`src/rtl/can_bit_destuff.sv`:
```
// CAN bit-level destuffer: samples the bus once per bit at mid-bit, hard-resyncs
// on recessive-to-dominant edges, drops stuff bits in the stuffed region, flags
// stuff violations and detects the seven-recessive end of frame in the tail.
module can_bit_destuff #(
    parameter int clk_speed_MHz      = 100,
    parameter int can_bit_rate_Kbits = 1000
) (
    input  logic clk,
    input  logic rst,
    input  logic can_rx,
    input  logic sof_detect,
    input  logic stuff_en,
    output logic bit_out,
    output logic bit_valid,
    output logic stuff_err,
    output logic frame_end,
    output logic frame_active
);

    localparam int BP   = (clk_speed_MHz * 1000) / can_bit_rate_Kbits;
    localparam int HALF = BP / 2;
    localparam int TQW  = (BP > 1) ? $clog2(BP) : 1;

    localparam logic [TQW-1:0] TQ_LAST = TQW'(BP - 1);
    localparam logic [TQW-1:0] TQ_HALF = TQW'(HALF);

    typedef enum logic {
        ST_IDLE,
        ST_RUN
    } state_t;

    state_t          r_state;
    logic [TQW-1:0]  r_tq_cnt;
    logic [2:0]      r_run_len;
    logic [2:0]      r_rec_cnt;
    logic            r_last_bit;
    logic            r_prev_rx;

    logic            w_resync;
    logic [TQW-1:0]  w_tq_next;
    logic            w_sample;
    logic            w_same;
    logic            w_stuff;
    logic [2:0]      w_run_next;
    logic [2:0]      w_rec_next;

    // Next bit-timer value, sample strobe and run/recessive bookkeeping.
    // The sample is taken in the cycle the timer is loaded with HALF, which puts
    // the SOF sample HALF-1 cycles after sof_detect (timer starts at 1 there).
    always_comb begin
        w_resync   = r_prev_rx & ~can_rx;
        w_tq_next  = '0;
        if (!w_resync && (r_tq_cnt != TQ_LAST)) begin
            w_tq_next = r_tq_cnt + TQW'(1);
        end
        w_sample   = (r_state == ST_RUN) && (w_tq_next == TQ_HALF);
        w_same     = (can_rx == r_last_bit);
        w_stuff    = stuff_en && (r_run_len == 3'd5);
        w_run_next = 3'd1;
        if (w_same) begin
            w_run_next = (r_run_len == 3'd7) ? 3'd7 : r_run_len + 3'd1;
        end
        w_rec_next = '0;
        if (!stuff_en && can_rx) begin
            w_rec_next = r_rec_cnt + 3'd1;
        end
    end

    // Two-state frame FSM with registered data and pulse outputs.
    always_ff @(posedge clk or posedge rst) begin
        if (rst) begin
            r_state      <= ST_IDLE;
            r_tq_cnt     <= '0;
            r_run_len    <= '0;
            r_rec_cnt    <= '0;
            r_last_bit   <= 1'b1;
            r_prev_rx    <= 1'b1;
            bit_out      <= 1'b0;
            bit_valid    <= 1'b0;
            stuff_err    <= 1'b0;
            frame_end    <= 1'b0;
            frame_active <= 1'b0;
        end else begin
            r_prev_rx <= can_rx;
            bit_valid <= 1'b0;
            stuff_err <= 1'b0;
            frame_end <= 1'b0;
            case (r_state)
                ST_IDLE: begin
                    if (sof_detect) begin
                        r_state      <= ST_RUN;
                        frame_active <= 1'b1;
                        r_tq_cnt     <= TQW'(1);
                        r_run_len    <= '0;
                        r_rec_cnt    <= '0;
                    end
                end
                ST_RUN: begin
                    r_tq_cnt <= w_tq_next;
                    if (w_sample) begin
                        if (w_stuff) begin
                            r_rec_cnt <= '0;
                            if (w_same) begin
                                stuff_err    <= 1'b1;
                                r_state      <= ST_IDLE;
                                frame_active <= 1'b0;
                            end else begin
                                r_run_len  <= 3'd1;
                                r_last_bit <= can_rx;
                            end
                        end else begin
                            bit_out    <= can_rx;
                            bit_valid  <= 1'b1;
                            r_run_len  <= w_run_next;
                            r_last_bit <= can_rx;
                            r_rec_cnt  <= w_rec_next;
                            if (!stuff_en && (w_rec_next == 3'd7)) begin
                                frame_end    <= 1'b1;
                                r_state      <= ST_IDLE;
                                frame_active <= 1'b0;
                            end
                        end
                    end
                end
                default: begin
                    r_state      <= ST_IDLE;
                    frame_active <= 1'b0;
                end
            endcase
        end
    end

endmodule

```
`config.mk`:
```
export PLATFORM = sky130hd
export DESIGN_NAME = can_bit_destuff
export DESIGN_NICKNAME = d
export VERILOG_FILES = /design/src/rtl/can_bit_destuff.sv
export SDC_FILE = /design/constraint.sdc
export NUM_CORES = 1
export LEC_CHECK = 0
export BUFFER_PORTS_ARGS = -buffer_cell sky130_fd_sc_hd__buf_2
export CAP_MARGIN = 30
export CELL_PAD_IN_SITES_DETAIL_PLACEMENT = 1
export CELL_PAD_IN_SITES_GLOBAL_PLACEMENT = 2
export CORE_AREA = 4 4 67 57
export CTS_CLUSTER_DIAMETER = 60
export CTS_CLUSTER_SIZE = 14
export DETAILED_ROUTE_END_ITERATION = 8
export DIE_AREA = 0 0 71 61
export PLACE_DENSITY = 0.85
export REMOVE_ABC_BUFFERS = 1
export SKIP_CTS_REPAIR_TIMING = 1
export SLEW_MARGIN = 20
export SYNTH_ARGS = -nofsm -noshare
export SYNTH_HDL_FRONTEND = slang
export SYNTH_SLANG_ARGS = --single-unit
```
`constraint.sdc`:
```
create_clock -name clk -period 2.92 [get_ports clk]
set_input_delay 0.146 -clock clk [delete_from_list [all_inputs] [get_ports clk]]
set_output_delay 0.146 -clock clk [all_outputs]
set_load 0.05 [all_outputs]
```
== After elaboration in Yosys (flattened, before gate mapping) ==
Cells that the tools add are included.
Storage, ports and cells
  input port bits: 5
  register bits after elaboration: 21
  output and inout port bits: 5
  word-level logic and storage cells: 81
Operators by class
  bitwise logic cells: 4
  muxes and demuxes: 39
  equality and inequality tests: 12
  add/subtract/negate cells: 3
  reductions and logical operators: 12
Operators with widths (number)
  3-bit two-way mux: 9
  1-bit two-way mux: 23
  7-bit two-way mux: 2
  7-bit case mux with 2 select lines: 1
  3-bit case mux with 2 select lines: 2
  3-bit equality test, second input constant: 3
  3-bit AND reduction: 3
  7-bit by 1-bit adder with 7-bit output, second input constant: 1
  7-bit by 6-bit equality test with 1-bit output, second input constant: 1
  7-bit inequality test, second input constant: 1
  3-bit by 1-bit adder with 3-bit output, second input constant: 2
  3-bit inequality test, second input constant: 2
  1-bit logical AND: 5
  2-bit inequality test, second input constant: 2
  1-bit case mux with 2 select lines: 2
  4-bit AND reduction: 1
  3-bit by 1-bit inequality test with 1-bit output, second input constant: 1
  1-bit NOT: 3
  1-bit zero test: 2
  2-bit by 1-bit inequality test with 1-bit output, second input constant: 1
  2-bit AND reduction: 1
  1-bit bitwise AND: 1
  1-bit equality test: 1

== Depth between registers and ports, before layout ==
  word-level depth: 9
  mapped depth: 7

== Worst setup path before layout ==
OpenSTA, ideal clock, no wires.
  path type: reg2reg
  from: reg r_tq_cnt[1]
  to: reg bit_out
  path buffers: 0
  setup slack: 0.750 ns
  cell stages (with the launch flop): 7
  data required time: 2.793 ns
  arrival time: 2.043 ns
  cell sequence: dfrtp_1 -> ha_1 -> and3_2 -> nand3b_2 -> a2111oi_4 -> and3_2 -> mux2_1
Between the ends
  word-level cells in the longest chain between the ends: 6
  elaborated cells between the ends (all ways): 7
RTL lines
  from (decl): line 33  | logic [TQW-1:0] r_tq_cnt;
  from (signal assigned): line 99  | r_tq_cnt <= w_tq_next;
  branches (longest 2 deep; another with 7-bit by 1-bit adder with 7-bit output)
  7-bit two-way mux (*): line 53  | if (!w_resync && (r_tq_cnt != TQ_LAST)) begin
  7-bit by 6-bit equality test with 1-bit output (*): line 56  | w_sample = (r_state == ST_RUN) && (w_tq_next == TQ_HALF);
  1-bit logical AND (*): line 56
  3-bit AND reduction (no source line) (*)
  to (signal assigned): line 112  | bit_out <= can_rx;
  to (decl): line 13  | output logic bit_out,
Every way passes the cells marked *.
A chain may end at the register's enable or synchronous reset.

== Worst setup path after layout ==
  from: reg r_tq_cnt[1]
  to: reg r_last_bit
Between the ends
  word-level cells in the longest chain between the ends: 6
  elaborated cells between the ends (all ways): 7
RTL lines
  branches (longest 2 deep; another with 7-bit by 1-bit adder with 7-bit output)
  7-bit two-way mux (*): line 53
  7-bit by 6-bit equality test with 1-bit output (*): line 56
  1-bit logical AND (*): line 56
  3-bit AND reduction (no source line) (*)
  to (signal assigned): line 109  | r_last_bit <= can_rx;
  to (signal assigned): line 115  | r_last_bit <= can_rx;
  to (decl): line 36  | logic r_last_bit;
Marked as above.

==> results.py <==
metrics = {
    "layout": {
        "fin_cells": 162,
        "drive_gt1_share_pct": 18.0,
        "diodes": 0,
        "fin_nets": 132,
        "fin_util_pct": 41.1,
        "fill_cells": 374,
        "area_delta_synth_final_pct": 12.2,
    },
    "synth": {
        "yosysSeqAreaShare_pct": 47.0,
        "synth_area_leaders": "dfrtp_1 (42%), dfstp_2 (4.7%), ha_1 (4.5%)",
        "synth_seq_cells": 21,
        "synth_cell_types": 40,
        "synth_ff_type": "dfrtp_1",
        "synth_cells": 110,
        "synth_top_cell_area_share_pct": 42.4,
        "post-synth-top-area-cell": "dfrtp_1",
        "async_flop_share_pct": 100,
        "syn_area_mm2": 0.00112,
        "syn_avg_cell_area_um2": 10.2,
        "synth_edf_count": 0,
        "yosys_warnings": 0,
    },
    "cts": {
        "clock_latency_ns": 0.27,
        "clkSinkCount": 21,
        "cts_root_buf": "clkbuf_8",
        "cts_buffer_depth": 2,
        "tritoncts": "done",
        "h-tree-depth": 1,
        "cts_inserted_buffers": 3,
        "clkTransAtPathRegs_ns": 0.08,
    },
    "placement": {
        "dp_hpwl_um": 1910,
        "dp.cells": 158,
        "port_buffers": 9,
        "dp_slack_ns": 0.432,
        "routabilityCongestion": 0.778,
    },
    "setup_path": {
        "startpoint_type": "flip-flop",
        "crit_fanout": 8,
        "r2r-start": "r_tq_cnt[1]$_DFFE_PP0P_",
        "crit_arrival_ns": 2.72,
        "path_class": "flip-flop to flip-flop",
        "timing.rr.end": "r_last_bit$_DFFE_PP1P_",
        "worstPathRequired_ns": 3.12,
        "rrSetupSlack_ns": 0.40,
        "reg2reg_depth": 6,
        "critPathCaptureType": "flip-flop",
    },
    "global_route": {
        "grt_pass1_vias": 894,
        "grt_first_pass_wirelength_um": 4510,
        "gr-usage-all-layers_pct": 13.9,
        "grt-ovfl-total": 0,
        "antenna_found_initial": 0,
        "grt_max_degree": 22,
    },
    "die": {
        "placementRows": 18,
        "die_w_um": 71,
        "io_pins": 10,
        "die_area_mm2": 0.00433,
        "die_y_um": 61,
        "start_util_pct": 36.6,
        "core_area_mm2": 0.00306,
    },
    "detailed_routing": {
        "routed_wl_um": 2580,
        "drt_first_pass_iters": 4,
        "routed_via_density": 5.35,
        "drt_first_iter_violations": 19,
        "wl_per_cell_um": 15.9,
        "vias": 867,
        "detail-route-antenna-nets": 0,
        "drc": 0,
    },
    "timing": {
        "finalHoldViolCount": 0,
        "layout_setup_ws_ns": 0.403,
        "max_freq_ghz": 0.397,
        "slew_headroom_pct": 47.2,
        "period_minus_slack_ns": 2.52,
        "rsz0062_at_grt": "false",
        "tns_ns": 0,
        "worst_slew_pin_slew_ns": 0.791,
        "setup_viol": 0,
        "fin_crit_sh_pct": 86.2,
        "slew_violations": 0,
        "skew_ns": 0.00804,
    },
    "power_and_ir_drop": {
        "internal_power_mw": 0.444,
        "power_frac_clock_pct": 30.6,
        "p_leak_nw": 0.560,
        "power_switching_mw": 0.191,
        "pwr-share-comb_pct": 14.2,
        "swShare_pct": 30.0,
        "powerDensity_mw_per_mm2": 504,
        "peakVddDrop_v": 0.000244,
        "power_frac_seq_pct": 55.1,
    },
    "run_status": {
        "outcome": "finished clean",
    },
    "run": {
        "max-cap-violations": 0,
    },
    "hold_path": {
        "hold_class": "input port to asynchronous set/reset pin",
    },
}
per-stage QoR:
stage | power, mW | instance area (µm²) | hold slack [ns]
2_1_floorplan | 0.412 | 1110 | 0.121
3_3_place_gp | 0.439 | 1210 | 0.327
3_5_place_dp | 0.446 | 1210 | 0.331
4_1_cts | 0.641 | 1260 | 0.0467
5_1_grt | 0.674 | 1260 | 0.0434
6_report | 0.634 | 1260 | 0.0156
cell type report:
class	instances	area (µm²)	share of cell area, %
Multi-Input combinational cell	83	568	45.1
Sequential cell	21	528	41.9
Timing Repair Buffer	10	52.6	4.17
Tap cell	40	50.0	3.98
Clock buffer	4	45.0	3.58
Inverter	4	15.0	1.19
cells by family after synthesis:
group / Yosys count / share of synthesized area, %
AND/OR/NAND/NOR: 43 / 21.2
flip-flops: 21 / 47.0
adder cells (fa/ha/maj): 4 / 4.46
AO/OA/AOI/OAI: 28 / 17.6
XOR/XNOR: 3 / 2.34
multiplexers: 5 / 5.02
buffers and inverters: 6 / 2.34
critical path: stages (launching register included):
cell	delay [ns]
dfrtp_1	0.45
ha_1	0.34
and3_2	0.26
nand3b_2	0.10
a2111oi_4	0.52
and2_0	0.44
mux2_4	0.33
synth_stat cells, drive strengths merged (2+ instances only):
master / instances
nor2: 8
nand2b: 3
xor2: 2
nand3: 5
inv: 4
mux2: 2
dfstp: 2
o311ai: 2
nor2b: 5
ha: 4
mux2i: 3
nand4b: 2
and3: 3
a21oi: 4
nand2: 10
a31oi: 2
o31ai: 2
o21ai: 10
nand3b: 3
dfrtp: 19
power by group through the flow:
stage | registers (mW) | logic, mW | clock network (mW)
floorplan | 0.347 | 0.0655 | 0
global placement | 0.352 | 0.0878 | 0
detailed placement | 0.355 | 0.0910 | 0
CTS | 0.350 | 0.0915 | 0.200
global route | 0.356 | 0.103 | 0.215
finish | 0.350 | 0.0903 | 0.194
registers in the layout (all words and copies together) (netlist names):
| register | cells |
|---|---|
| bit_valid | 1 |
| stuff_err | 1 |
| r_state | 1 |
| r_rec_cnt | 3 |
| frame_active | 1 |
| r_prev_rx | 1 |
| bit_out | 1 |
| r_run_len | 3 |
| frame_end | 1 |
| r_tq_cnt | 7 |
| r_last_bit | 1 |
how the worst max path moves through the flow:
stage / start / to / slack, ns / cells past startpoint
floorplan: r_tq_cnt[1]$_DFFE_PP0P_ / bit_out$_DFFE_PP0P_ / 0.39 / 6
global placement: r_tq_cnt[1]$_DFFE_PP0P_ / r_last_bit$_DFFE_PP1P_ / 0.59 / 6
detailed placement: r_tq_cnt[1]$_DFFE_PP0P_ / r_last_bit$_DFFE_PP1P_ / 0.43 / 6
CTS: r_tq_cnt[1]$_DFFE_PP0P_ / r_last_bit$_DFFE_PP1P_ / 0.42 / 6
global route: r_tq_cnt[1]$_DFFE_PP0P_ / r_last_bit$_DFFE_PP1P_ / 0.24 / 6
finish: r_tq_cnt[1]$_DFFE_PP0P_ / r_last_bit$_DFFE_PP1P_ / 0.40 / 6
routing by layer:
metal	track usage [%]	vias to the layer above	share of wire [%]
met5	0	-	0
met3	3.48	5	3.4
met4	7.24	0	2.3
met1	18.0	431	51
met2	21.9	10	44
li1	-	421	-
cell usage in the layout, fill, tap and decap left out, types with 2 or more instances in the layout:
master     n
dfrtp_1   19
nand2_1   10
o21ai_0    9
buf_2      9
nor2_1     8
nand3_1    5
nor2b_1    5
inv_1      4
a21oi_1    4
ha_1       4
nand2b_1   3
mux2i_1    3
clkbuf_8   3
xor2_1     2
and3_2     2
nand4b_1   2
a31oi_1    2
nand3b_1   2
o31ai_1    2
dfstp_2    2
No activity file was read; power rests on OpenSTA's default activity.
